===== src/rtl/alu_pkg.sv =====
// Shared ALU definitions: control-state encoding and the arithmetic flag set.
//   state_t : IDLE (accepting operands), RUN (processing chunks), DONE (result held)
//   flags_t : carry, overflow, zero, negative
package alu_pkg;

  typedef enum logic [1:0] {
    IDLE = 2'd0,
    RUN  = 2'd1,
    DONE = 2'd2
  } state_t;

  typedef struct packed {
    logic carry;
    logic overflow;
    logic zero;
    logic negative;
  } flags_t;

endpackage


===== src/rtl/rca_n.sv =====
// Parametrised combinational ripple-carry slice built from full-adder cells.
// Ports:
//   op1, op2  : N-bit addends
//   carry_in  : carry into bit 0
//   sum       : N-bit sum
//   carry_out : carry out of bit N-1
module rca_n #(
  parameter int unsigned N = 4
) (
  input  logic [N-1:0] op1,
  input  logic [N-1:0] op2,
  input  logic         carry_in,
  output logic [N-1:0] sum,
  output logic         carry_out
);

  logic c;

  // Single ripple variable keeps the chain free of self-referencing vectors.
  always_comb begin
    c   = carry_in;
    sum = '0;
    for (int i = 0; i < int'(N); i++) begin
      sum[i] = op1[i] ^ op2[i] ^ c;
      c      = (op1[i] & op2[i]) | (c & (op1[i] ^ op2[i]));
    end
    carry_out = c;
  end

endmodule


===== src/rtl/add_sub_serial.sv =====
// Multi-cycle adder-subtractor: processes a WIDTH-bit add/sub CHUNK bits per
// clock through one narrow ripple-carry slice, with valid/ready on both sides.
// Ports:
//   clk, rst              : clock, synchronous active-high reset
//   in_valid / in_ready   : operand handshake (in_ready high only in IDLE)
//   op1, op2, sub         : operands; sub=1 computes op1 - op2
//   out_valid / out_ready : result handshake (out_valid high only in DONE)
//   result                : sum/difference mod 2^WIDTH
//   carry_out, overflow, zero, negative : flags, valid with out_valid
module add_sub_serial
  import alu_pkg::*;
#(
  parameter int unsigned WIDTH = 16,
  parameter int unsigned CHUNK = 4
) (
  input  logic             clk,
  input  logic             rst,
  input  logic             in_valid,
  output logic             in_ready,
  input  logic [WIDTH-1:0] op1,
  input  logic [WIDTH-1:0] op2,
  input  logic             sub,
  output logic             out_valid,
  input  logic             out_ready,
  output logic [WIDTH-1:0] result,
  output logic             carry_out,
  output logic             overflow,
  output logic             zero,
  output logic             negative
);

  localparam int unsigned NCHUNK = WIDTH / CHUNK;
  localparam int unsigned CW     = (NCHUNK > 1) ? $clog2(NCHUNK) : 1;
  localparam logic [CW-1:0] LAST = CW'(NCHUNK - 1);

  if (WIDTH < 2) begin : g_bad_width
    $error("add_sub_serial: WIDTH must be >= 2");
  end
  if (CHUNK < 1 || CHUNK > WIDTH || (WIDTH % CHUNK) != 0) begin : g_bad_chunk
    $error("add_sub_serial: CHUNK must divide WIDTH and lie in 1..WIDTH");
  end

  state_t           state_q;
  logic [WIDTH-1:0] op1_q;
  logic [WIDTH-1:0] op2_q;       // already inverted when subtracting
  logic [WIDTH-1:0] result_q;
  logic [CW-1:0]    cnt_q;
  logic             carry_q;
  logic             zero_acc_q;
  logic             out_valid_q;
  flags_t           flags_q;

  logic [CHUNK-1:0] a_chunk;
  logic [CHUNK-1:0] b_chunk;
  logic [CHUNK-1:0] sum_chunk;
  logic             slice_carry;
  logic             sum_is_zero;
  logic             res_msb;

  assign a_chunk     = op1_q[cnt_q*CHUNK +: CHUNK];
  assign b_chunk     = op2_q[cnt_q*CHUNK +: CHUNK];
  assign sum_is_zero = (sum_chunk == '0);
  assign res_msb     = sum_chunk[CHUNK-1];

  rca_n #(
    .N(CHUNK)
  ) u_slice (
    .op1      (a_chunk),
    .op2      (b_chunk),
    .carry_in (carry_q),
    .sum      (sum_chunk),
    .carry_out(slice_carry)
  );

  always_ff @(posedge clk) begin
    if (rst) begin
      state_q     <= IDLE;
      op1_q       <= '0;
      op2_q       <= '0;
      result_q    <= '0;
      cnt_q       <= '0;
      carry_q     <= 1'b0;
      zero_acc_q  <= 1'b0;
      out_valid_q <= 1'b0;
      flags_q     <= '0;
    end else begin
      unique case (state_q)
        IDLE: begin
          if (in_valid) begin
            // Subtract as op1 + ~op2 + 1: invert here, seed the +1 via the carry.
            op1_q      <= op1;
            op2_q      <= op2 ^ {WIDTH{sub}};
            carry_q    <= sub;
            cnt_q      <= '0;
            zero_acc_q <= 1'b1;
            state_q    <= RUN;
          end
        end
        RUN: begin
          result_q[cnt_q*CHUNK +: CHUNK] <= sum_chunk;
          carry_q    <= slice_carry;
          zero_acc_q <= zero_acc_q & sum_is_zero;
          if (cnt_q == LAST) begin
            cnt_q            <= '0;
            flags_q.carry    <= slice_carry;
            flags_q.zero     <= zero_acc_q & sum_is_zero;
            flags_q.negative <= res_msb;
            // Like-signed operands whose result sign differs -> signed overflow.
            flags_q.overflow <= (op1_q[WIDTH-1] == op2_q[WIDTH-1]) &&
                                (res_msb != op1_q[WIDTH-1]);
            out_valid_q      <= 1'b1;
            state_q          <= DONE;
          end else begin
            cnt_q <= cnt_q + CW'(1);
          end
        end
        DONE: begin
          if (out_ready) begin
            out_valid_q <= 1'b0;
            state_q     <= IDLE;
          end
        end
        default: state_q <= IDLE;
      endcase
    end
  end

  assign in_ready  = (state_q == IDLE);
  assign out_valid = out_valid_q;
  assign result    = result_q;
  assign carry_out = flags_q.carry;
  assign overflow  = flags_q.overflow;
  assign zero      = flags_q.zero;
  assign negative  = flags_q.negative;

endmodule


===== config.mk =====
export PLATFORM = sky130hd
export DESIGN_NAME = add_sub_serial
export DESIGN_NICKNAME = d
export VERILOG_FILES = /design/src/rtl/alu_pkg.sv /design/src/rtl/rca_n.sv /design/src/rtl/add_sub_serial.sv
export SDC_FILE = /design/constraint.sdc
export NUM_CORES = 1
export LEC_CHECK = 0
export ABC_AREA = 1
export CAP_MARGIN = 20
export CORE_MARGIN = 5
export CORE_UTILIZATION = 51
export DETAILED_ROUTE_END_ITERATION = 10
export GPL_TIMING_DRIVEN = 0
export PLACE_DENSITY = 0.8
export SLEW_MARGIN = 20
export SYNTH_ARGS = -nofsm -noshare
export SYNTH_HDL_FRONTEND = slang
export SYNTH_HIERARCHICAL = 1
export SYNTH_SLANG_ARGS = --single-unit

===== constraint.sdc =====
create_clock -name clk -period 3.55 [get_ports clk]
set_input_delay 0.71 -clock clk [delete_from_list [all_inputs] [get_ports clk]]
set_output_delay 0.71 -clock clk [all_outputs]
set_load 0.02 [all_outputs]

**Word-level counts from Yosys, hierarchy flattened**

Index checks and enable logic that the tools add are counted.

- Reduce and logical (&&, ||, !) cells: 10
- Shift-type cells: 4
- Equal/unequal tests: 8
- Muxes and demuxes: 15
- Add/subtract/negate cells: 2
- Bitwise gates (word level): 22

Operator list:

| kind | count |
|---|---|
| 4-bit negator with 34-bit output | 1 |
| 4-bit by 34-bit variable shift with 16-bit output, first input constant | 1 |
| 4-bit by 34-bit variable part select with 16-bit output | 1 |
| 16-bit by 5-bit variable part select with 4-bit output | 2 |
| 16-bit bitwise mux | 1 |
| 16-bit bitwise XOR | 1 |
| 2-bit two-way mux | 5 |
| 1-bit AND | 9 |
| 1-bit bitwise XOR | 8 |
| 2-bit inequality test, second input constant | 3 |
| 1-bit case mux with 2 select lines | 3 |
| 2-bit case mux with 3 select lines | 1 |
| 2-bit AND reduction | 3 |
| 3-bit AND reduction | 2 |
| 2-bit equality test, second input constant | 2 |
| 4-bit logical NOT | 1 |
| 1-bit two-way mux | 4 |
| 1-bit bitwise OR | 4 |
| 2-bit case mux with 2 select lines | 1 |
| 2-bit nonzero test | 2 |
| 2-bit by 1-bit adder with 2-bit output, second input constant | 1 |
| 2-bit by 1-bit equality test with 1-bit output, second input constant | 1 |
| 2-bit logical NOT | 1 |
| 1-bit equality test | 1 |
| 2 further kinds | 2 |

- Register bits after elaboration: 59
- Bits of input ports: 37

**Depth between registers and ports, before layout**

Gate-level depths: netlist of the first run.

- Depth after elaboration: 12
- Mapped depth: 18
- Depth with buffers taken out: 16

**Cells and area by module**

Netlist of the first run, hierarchy kept.

By module, submodules not included:

| module | instances | sequential area each (um^2) | area an instance (um^2) | cells an instance |
|---|---|---|---|---|
| add_sub_serial | 1 | 1181.1 | 2665.1 | 369 |
| rca_n | 1 | 0.0 | 117.6 | 14 |

**Least setup slack after synthesis of the first run**

No wires, ideal clock.

- Path kind: register to register
- Start: register cnt_q[0]
- End: register result_q[15] (netlist: result[15])
- Buffers on the path: 2
- Required time: 3.480 ns
- Setup time: 0.070 ns
- Clock period less this slack: 3.032 ns
- Slack: 0.518 ns
- Data arrival time: 2.961 ns
- Cell stages (with the launch flop): 18
- Path through: dfxtp_1 > buf_4 > inv_1 > buf_2 > o21ai_0 > o22ai_1 > fa_1 > inv_1 > fa_1 > inv_1 > fa_1 > inv_1 > fa_1 > inv_1 > inv_1 > nor3_1 > nand2_1 > a21oi_1

- Cells in the longest elaborated chain, start to end: 11
- Elaborated cells on any way between the ends: 23
- Classes of those cells: 1 x add/sub; 4 x shift; 1 x mux; 17 x bitwise

Ends and longest elaborated chain:

| item | RTL line | source |
|---|---|---|
| start, declared | add_sub_serial.sv:47 | `logic [CW-1:0] cnt_q;` |
| start signal, assigned | add_sub_serial.sv:114 | `cnt_q <= cnt_q + CW'(1);` |
| 16-bit by 5-bit variable part select with 4-bit output * | add_sub_serial.sv:60 | `assign a_chunk = op1_q[cnt_q*CHUNK +: CHUNK];` |
| via a_chunk[0] | add_sub_serial.sv:53 | `logic [CHUNK-1:0] a_chunk;` |
| 1-bit bitwise XOR | rca_n.sv:25 | `c = (op1[i] & op2[i]) \| (c & (op1[i] ^ op2[i]));` |
| 1-bit AND | rca_n.sv:25 |  |
| 1-bit bitwise OR * | rca_n.sv:25 |  |
| 1-bit AND * | rca_n.sv:25 |  |
| 1-bit bitwise OR * | rca_n.sv:25 |  |
| 1-bit AND * | rca_n.sv:25 |  |
| 1-bit bitwise OR * | rca_n.sv:25 |  |
| 1-bit bitwise XOR * | rca_n.sv:24 | `sum[i] = op1[i] ^ op2[i] ^ c;` |
| via sum_chunk[3] | add_sub_serial.sv:55 | `logic [CHUNK-1:0] sum_chunk;` |
| 4-bit by 34-bit variable part select with 16-bit output * | add_sub_serial.sv:100 | `result_q[cnt_q*CHUNK +: CHUNK] <= sum_chunk;` |
| 16-bit bitwise mux * | add_sub_serial.sv:100 |  |
| end signal, assigned by index | add_sub_serial.sv:100 |  |
| end, declared | add_sub_serial.sv:46 | `logic [WIDTH-1:0] result_q;` |

Mark *: on every way through the listed nets, which the timed path passes. The rest lies on a longest branch.
A chain may end at the register's enable or synchronous reset.

**Final worst setup path of the first run**

- Start: register cnt_q[0]
- End: register result_q[7] (netlist: result[7])

The elaborated chain is that of the path after synthesis.

==> results.py, run 1 <==
metrics = {
    "outcome": {
        "status": "completed",
    },
    "synth": {
        "synth_area_leaders": "dfxtp_1, nand2_1, nor2_1",
        "synth_cell_types": 24,
        "yosys.area.top_type": "dfxtp_1",
        "syn_inst": 383,
        "ys_seq_area_share_pct": 42.4,
        "syn_avg_cell_area_um2": 7.27,
        "synth_nets": 430,
        "synth_most_common_cell": "nand2_1",
        "synth.ff_latch_count": 59,
        "yosysTopAreaCellShare_pct": 42.4,
        "synth_ff_type": "dfxtp_1",
        "synth_commonest_cells": "nand2_1, nor2_1, dfxtp_1, a21oi_1, o21ai_0",
        "async_reset_ff_share_pct": 0,
        "synth-edff-count": 0,
        "synth_warnings": 6,
        "netlist_area_um2": 2780,
    },
    "hold_path": {
        "min_to": "out_valid$_SDFFE_PP0P_",
        "hold_path_depth": 2,
        "hp-class": "reg2reg",
        "min_from": "out_valid$_SDFFE_PP0P_",
    },
    "timing": {
        "max_freq_mhz": 295,
        "finClkSkew_ns": 0.00700,
        "maxSlewHeadroom_pct": 66.4,
        "finalHoldViolCount": 0,
        "grt_setup_unrepaired": "false",
        "finalSetupViolCount": 0,
        "slew_viol_final": 0,
        "fin_hold_ws_ns": 0.463,
        "tightest_slew_ns": 0.498,
        "period_needed_ns": 3.39,
        "finalCritPeriodShare_pct": 95.4,
    },
    "pwr": {
        "peakVddDrop_uv": 395,
        "clockPowerShare_pct": 42.2,
        "pwr-share-seq_pct": 40.4,
        "intPower_w": 0.00131,
        "p_sw_share_pct": 26.9,
        "pwr-share-comb_pct": 17.4,
        "power.total_w": 0.00179,
        "p_leak_nw": 1.49,
        "power_density_nw_per_um2": 487,
        "p_switching_w": 0.000483,
    },
    "clocking": {
        "clkLatencyLatePin_ns": 0.35,
        "cts_root_buf": "clkbuf_8",
        "clk_pin_slew_ns": 0.07,
        "cts_sinks": 59,
        "cts_buffers": 9,
        "cts_buffer_depth": 2,
        "cts_tree": "yes",
        "cts-htree-levels": 3,
    },
    "floorplanning": {
        "initial_core_util_pct": 53.5,
        "die_x_um": 83.9,
        "die_y_um": 83.9,
        "rows": 26,
        "coreArea_um2": 5200,
        "ioPinCount": 59,
        "die_area_um2": 7030,
    },
    "grt": {
        "grt_usage_pct": 19.7,
        "grt_pass1_wl_um": 11100,
        "antenna_found_initial": 0,
        "grt_overflow": 0,
        "grt_max_degree": 13,
        "grt_pass1_vias": 2484,
    },
    "route": {
        "vias_per_cell": 5.10,
        "vias": 2679,
        "dr.pass1.iters": 4,
        "routed_wl_um": 6930,
        "post-route-drc-count": 0,
        "ant_nets": 0,
        "drt_iter0_drc": 163,
        "avgRoutedWirePerCell_um": 13.2,
    },
    "setup_path": {
        "startpoint_type": "flop",
        "r2r_cells": 17,
        "required_ns": 3.83,
        "worstReg2RegStart": "cnt_q[0]$_SDFFE_PP0P_",
        "critical_path_peak_fanout": 10,
        "regToRegSetupSlack_ns": 0.16,
        "crit_path_end_kind": "flop",
        "cp.arrival_ns": 3.67,
        "critPathKind": "reg2reg",
        "timing.rr.end": "result[7]$_SDFFE_PP0P_",
    },
    "cells_and_area": {
        "fin_util_pct": 70.7,
        "antenna_cells": 0,
        "syn2layout_area_growth_pct": 32.3,
        "layout-drive-gt1-share_pct": 7.69,
        "layout.nets": 497,
        "fillCellCount": 450,
    },
    "place": {
        "hpwlAfterDp_um": 5100,
        "port_buffers": 56,
        "place_congestion": 0.876,
    },
    "flow_run": {
        "drv_cap": 0,
    },
}
[power by group through the flow]
stage	sequential, W	clock (W)	combinational, W
floorplan	0.000737	0	0.000193
global placement	0.000738	0	0.000294
detailed placement	0.000738	0	0.000304
CTS	0.000724	0.000758	0.000308
global route	0.000729	0.000784	0.000347
finish	0.000725	0.000758	0.000311
[worst max-delay path by stage]
stage / from / end / slack [ns] / cells after the start
after floorplan: cnt_q[0]$_SDFFE_PP0P_ / result[15]$_SDFFE_PP0P_ / 0.52 / 17
after global placement: cnt_q[1]$_SDFFE_PP0P_ / result[7]$_SDFFE_PP0P_ / 0.03 / 16
after detailed placement: cnt_q[1]$_SDFFE_PP0P_ / result[15]$_SDFFE_PP0P_ / -0.07 / 16
after CTS: cnt_q[0]$_SDFFE_PP0P_ / result[7]$_SDFFE_PP0P_ / 0.06 / 17
after global routing: cnt_q[0]$_SDFFE_PP0P_ / overflow$_SDFFE_PP0P_ / 0.001 / 18
final: cnt_q[0]$_SDFFE_PP0P_ / result[7]$_SDFFE_PP0P_ / 0.16 / 17
[critical path: stages (launching register included)]
cell,delay [ns]
dfxtp_2,0.36
buf_4,0.18
inv_1,0.12
buf_4,0.20
o21ai_0,0.16
o22ai_1,0.13
fa_1,0.43
inv_1,0.08
fa_1,0.16
inv_1,0.05
fa_1,0.37
inv_1,0.08
fa_1,0.43
inv_2,0.10
inv_1,0.09
nor3_2,0.18
nand2_1,0.09
a21oi_1,0.13
[routing by layer]
metal,up-vias,part of all wire [%],track usage [%]
met4,0,2.0,10.7
met5,-,0,0
met1,1229,41,22.0
li1,1359,-,-
met2,73,51,34.6
met3,18,6.3,4.24
[registers in the layout (all words and copies together) (netlist names)]
name and flops:
carry_q 1, zero_acc_q 1, overflow 1, zero 1
carry_out 1, op1_q 16, cnt_q 2, negative 1
result 16, out_valid 1, op2_q 16, state_q 2
[metrics by stage]
step	setup slack [ns]	instances	TNS, ns	instance area, µm²
2_1_floorplan	0.518	383	0	2780
3_3_place_gp	0.0263	509	0	3430
3_5_place_dp	-0.0741	509	-0.145	3430
4_1_cts	0.0638	525	0	3680
5_1_grt	0.00105	525	0	3680
6_report	0.163	525	0	3680
[cells by family after synthesis]
family | after synthesis | synth area share (%)
AND/OR/NAND/NOR | 163 | 23.7
AO/OA/AOI/OAI | 86 | 15.8
flip-flops | 59 | 42.4
XOR/XNOR | 16 | 5.04
buffers and inverters | 49 | 7.37
adder cells (fa/ha/maj) | 10 | 5.58
[final cells by class]
cell class / count / area (µm²) / area share [%]
flip-flops and latches: 59 / 1180 / 32.1
multi-input cells: 275 / 1400 / 38.1
plain buffers: 20 / 100 / 2.72
well taps: 70 / 87.6 / 2.38
clock buffers: 11 / 141 / 3.84
clock inverters: 5 / 100 / 2.72
repair buffers: 56 / 561 / 15.2
inverters: 29 / 109 / 2.96
[layout by cell type (no fill, tap or decap)]
master and n:
nand2_1 76, nor2_1 64, dfxtp_1 58, clkdlybuf4s50_1 56, o21ai_0 39, a21oi_1 39, inv_1 27, xor2_1 16
nand3_1 12, clkbuf_8 10, clkbuf_1 8, o22ai_1 8, buf_2 7, ha_1 6, fa_1 4, buf_4 3
nor3_1 3, bufinv_16 3, inv_2 2, nor2_2 2, clkinv_2 2, nor2_4 1, clkbuf_2 1, nand2_4 1
buf_1 1, clkbuf_4 1, nand3b_1 1, nor3_2 1, and2_1 1, nand4_1 1, dfxtp_2 1
[timing repair]
item,in CTS,in global routing
hold buffers,0,0
gates cloned,0,0
buffers inserted,0,0
endpoints found under the hold margin,0,0
pin swaps,0,0
gates resized for setup,2,4
endpoints found under the setup margin,2,4
(Power assumes the default switching activity.)
==> inputs of run 2 (changes only) <==
--- a/config.mk
+++ b/config.mk
@@ -5,10 +5,11 @@
 export SDC_FILE = /design/constraint.sdc
 export NUM_CORES = 1
 export LEC_CHECK = 0
-export ABC_AREA = 1
+export ABC_AREA = 0
 export CAP_MARGIN = 20
 export CORE_MARGIN = 5
 export CORE_UTILIZATION = 51
+export CTS_CLUSTER_SIZE = 40
 export DETAILED_ROUTE_END_ITERATION = 10
 export GPL_TIMING_DRIVEN = 0
 export PLACE_DENSITY = 0.8
==> run 2 against run 1 <==
Register-to-register slack worse by 0.02 ns; global-route usage barely moved; sequential share of layout area is 0.17 points higher; synthesized area fell by 0.36%; count of clock-buffer cells in the layout down 2; core utilization fell by 0.22 points; maximum frequency down 0.49%; cell count is 16% lower; clock skew increased by 0.0018 ns; die area is 0.31% lower; non-clock buffer count did not move; synthesized cell count down 22%; critical path type unchanged; critical endpoint is now zero_acc_q$_SDFFE_PP0P_; highest routed layer unchanged.
==> results.py, run 2 <==
metrics = {
    "cells_and_area": {
        "mostFrequentLayoutCell": "dfxtp_1",
        "antenna_cells": 0,
        "layout.nets": 414,
        "layout_common_cells": "dfxtp_1, clkdlybuf4s50_1, nand2_1",
        "layout-drive-gt1-share_pct": 12.4,
        "fin_util_pct": 70.5,
        "syn2layout_area_growth_pct": 32.4,
        "fin_area_um2": 3670,
    },
    "timing": {
        "tightest_slew_ns": 0.521,
        "slew_viol_final": 0,
        "maxSlewHeadroom_pct": 65.3,
        "finClkSkew_ns": 0.00878,
        "finalSetupViolCount": 0,
        "period_needed_ns": 3.40,
        "finalHoldViolCount": 0,
        "grt_setup_unrepaired": "false",
        "max_freq_mhz": 294,
        "finalCritPeriodShare_pct": 95.9,
    },
    "clocking": {
        "clk_pin_slew_ns": 0.07,
        "cts_tree": "yes",
        "cts_buffer_depth": 2,
        "clkLatencyLatePin_ns": 0.35,
        "cts-htree-levels": 3,
        "cts_buffers": 9,
        "cts_sinks": 59,
        "hold_buffers": 0,
        "cts_root_buf": "clkbuf_8",
        "cts_setup_buffers": 0,
        "post_cts_resized": 6,
    },
    "route": {
        "post-route-drc-count": 0,
        "dr.pass1.iters": 4,
        "ant_nets": 0,
        "vias_per_cell": 5.42,
        "avgRoutedWirePerCell_um": 15.0,
        "drt_iter0_drc": 154,
        "routed_wl_um": 6640,
        "vias": 2395,
    },
    "pwr": {
        "clockPowerShare_pct": 40.6,
        "p_sw_share_pct": 26.4,
        "p_switching_w": 0.000434,
        "p_leak_nw": 1.34,
        "intPower_w": 0.00121,
        "power_density_nw_per_um2": 449,
        "peakVddDrop_uv": 364,
        "pwr-share-seq_pct": 43.4,
        "pwr-share-comb_pct": 16.0,
    },
    "floorplanning": {
        "die_x_um": 83.7,
        "coreArea_um2": 5200,
        "initial_core_util_pct": 53.3,
        "ioPinCount": 59,
        "rows": 26,
        "die_y_um": 83.7,
        "die_area_um2": 7010,
    },
    "setup_path": {
        "cp_cell_sequence": "buf_12 -> mux4_2 -> fa_1 -> inv_1 -> fa_1 -> inv_1 -> fa_1 -> inv_1 -> fa_1 -> inv_2 -> or4_4 -> a211oi_1",
        "cp.buffers_inverters": 5,
        "critPathKind": "reg2reg",
        "required_ns": 3.82,
        "cpMostUsedCell": "fa_1",
        "critical_path_peak_fanout": 10,
        "crit_path_end_kind": "flop",
        "cp.arrival_ns": 3.67,
        "critPathMaxStageDelay_ns": 0.56,
        "critPathTopFamily": "adder cells",
        "crit_slowest_cell": "or4_4",
        "startpoint_type": "flop",
    },
    "place": {
        "place_area_um2": 3430,
        "port_buffers": 57,
        "place_congestion": 0.800,
        "hpwlAfterDp_um": 4840,
    },
    "synth": {
        "synth_area_leaders": "dfxtp_1, a21oi_1, mux4_2",
        "synth_ff_type": "dfxtp_1",
        "synth-edff-count": 0,
        "synth.ff_latch_count": 59,
        "yosysTopAreaCellShare_pct": 42.6,
        "synth_nets": 346,
        "async_reset_ff_share_pct": 0,
        "synth_cell_types": 35,
        "ys_seq_area_share_pct": 42.6,
        "synth_commonest_cells": "dfxtp_1, nand2_1, a21oi_1, nor2_1, a211oi_1",
        "synth_warnings": 6,
        "synth_most_common_cell": "dfxtp_1",
        "syn_inst": 299,
        "netlist_area_um2": 2770,
        "syn_avg_cell_area_um2": 9.27,
        "yosys.area.top_type": "dfxtp_1",
    },
    "outcome": {
        "status": "completed",
    },
    "grt": {
        "grt_max_degree": 12,
        "grt_pass1_wl_um": 11000,
        "grt_usage_pct": 19.7,
        "antenna_found_initial": 0,
        "grt_pass1_vias": 2400,
        "grt_overflow": 0,
    },
    "flow_run": {
        "drv_cap": 0,
    },
    "hold_path": {
        "hp-class": "reg2reg",
    },
}
[run 2: cell count changes after synthesis, sizes merged, moves of 3 or more]
cell / change
a21oi: -3
xor2: -16
xnor2: +16
o22ai: -8
and3b: +3
a211oi: +18
a22o: +4
inv: -14
mux4: +8
nand2: -34
nand3b: +5
o21ai: -34
nor2: -44
[run 2: cells by family (layout without fill, tap and decap cells)]
family,Yosys count,in the layout,synth area share [%]
and+or+nand+nor,102,102,19.1
AOI/OAI and AO/OA,68,68,15.0
DFF,59,59,42.6
buffers and inverters,34,107,5.37
xor gates and xnor gates,16,16,5.05
adders and majority gates,10,10,5.60
muxes,10,10,7.22
[run 2: path summary, 6_finish.rpt]
| path | startpoint | endpoint | slack (ns) | cells past startpoint |
|---|---|---|---|---|
| setup / recovery | cnt_q[0]$_SDFFE_PP0P_ | zero_acc_q$_SDFFE_PP0P_ | 0.15 | 12 |
| hold / removal | result[14]$_SDFFE_PP0P_ | result[14]$_SDFFE_PP0P_ | 0.45 | 2 |
| setup reg to reg | cnt_q[0]$_SDFFE_PP0P_ | zero_acc_q$_SDFFE_PP0P_ | 0.15 | 12 |
| hold reg to reg | result[14]$_SDFFE_PP0P_ | result[14]$_SDFFE_PP0P_ | 0.45 | 2 |
[run 2: power groups by stage]
stage	Combinational, W	Clock [W]	Sequential (W)
floorplan	0.000157	0	0.000728
global placement	0.000252	0	0.000728
detailed placement	0.000258	0	0.000730
CTS	0.000260	0.000667	0.000715
global route	0.000288	0.000694	0.000719
finish	0.000263	0.000668	0.000715
[run 2: area by class of cell]
| class | instances | area [µm²] |
|---|---|---|
| timing repair buffer | 57 | 571 |
| inverter | 15 | 56.3 |
| sequential | 59 | 1180 |
| fill | 409 | 1530 |
| tap | 70 | 87.6 |
| clock inverter | 7 | 92.6 |
| buffer | 19 | 109 |
| clock buffer | 9 | 124 |
| multi-input combinational | 206 | 1450 |
[run 2: routing by layer]
layer  GRT usage (%)  up-vias  wire length (µm)  part of all wire, %
met1            22.6     1129              2650                   40
met2            34.9       84              3370                   51
met4            6.29        0                72                  1.1
li1                -     1171                 -                    -
met5               0        -                 0                    0
met3            5.82       11               547                  8.2
[run 2: worst min-delay path: cells and delay by family, from the launching register on]
family / cells / cell delay, ns
flops: 1 / 0.31
simple gates: 1 / 0.05
compound gates: 1 / 0.05
[run 2: stage by stage]
stage | cells | TNS, ns | setup WS, ns | total power, W | hold slack (ns)
2_1_floorplan | 299 | 0 | 0.118 | 0.000885 | 0.433
3_3_place_gp | 426 | -0.420 | -0.207 | 0.000980 | 0.439
3_5_place_dp | 426 | -0.809 | -0.274 | 0.000988 | 0.443
4_1_cts | 442 | 0 | 0.0298 | 0.00164 | 0.452
5_1_grt | 442 | 0 | 0.0166 | 0.00170 | 0.472
6_report | 442 | 0 | 0.146 | 0.00165 | 0.453
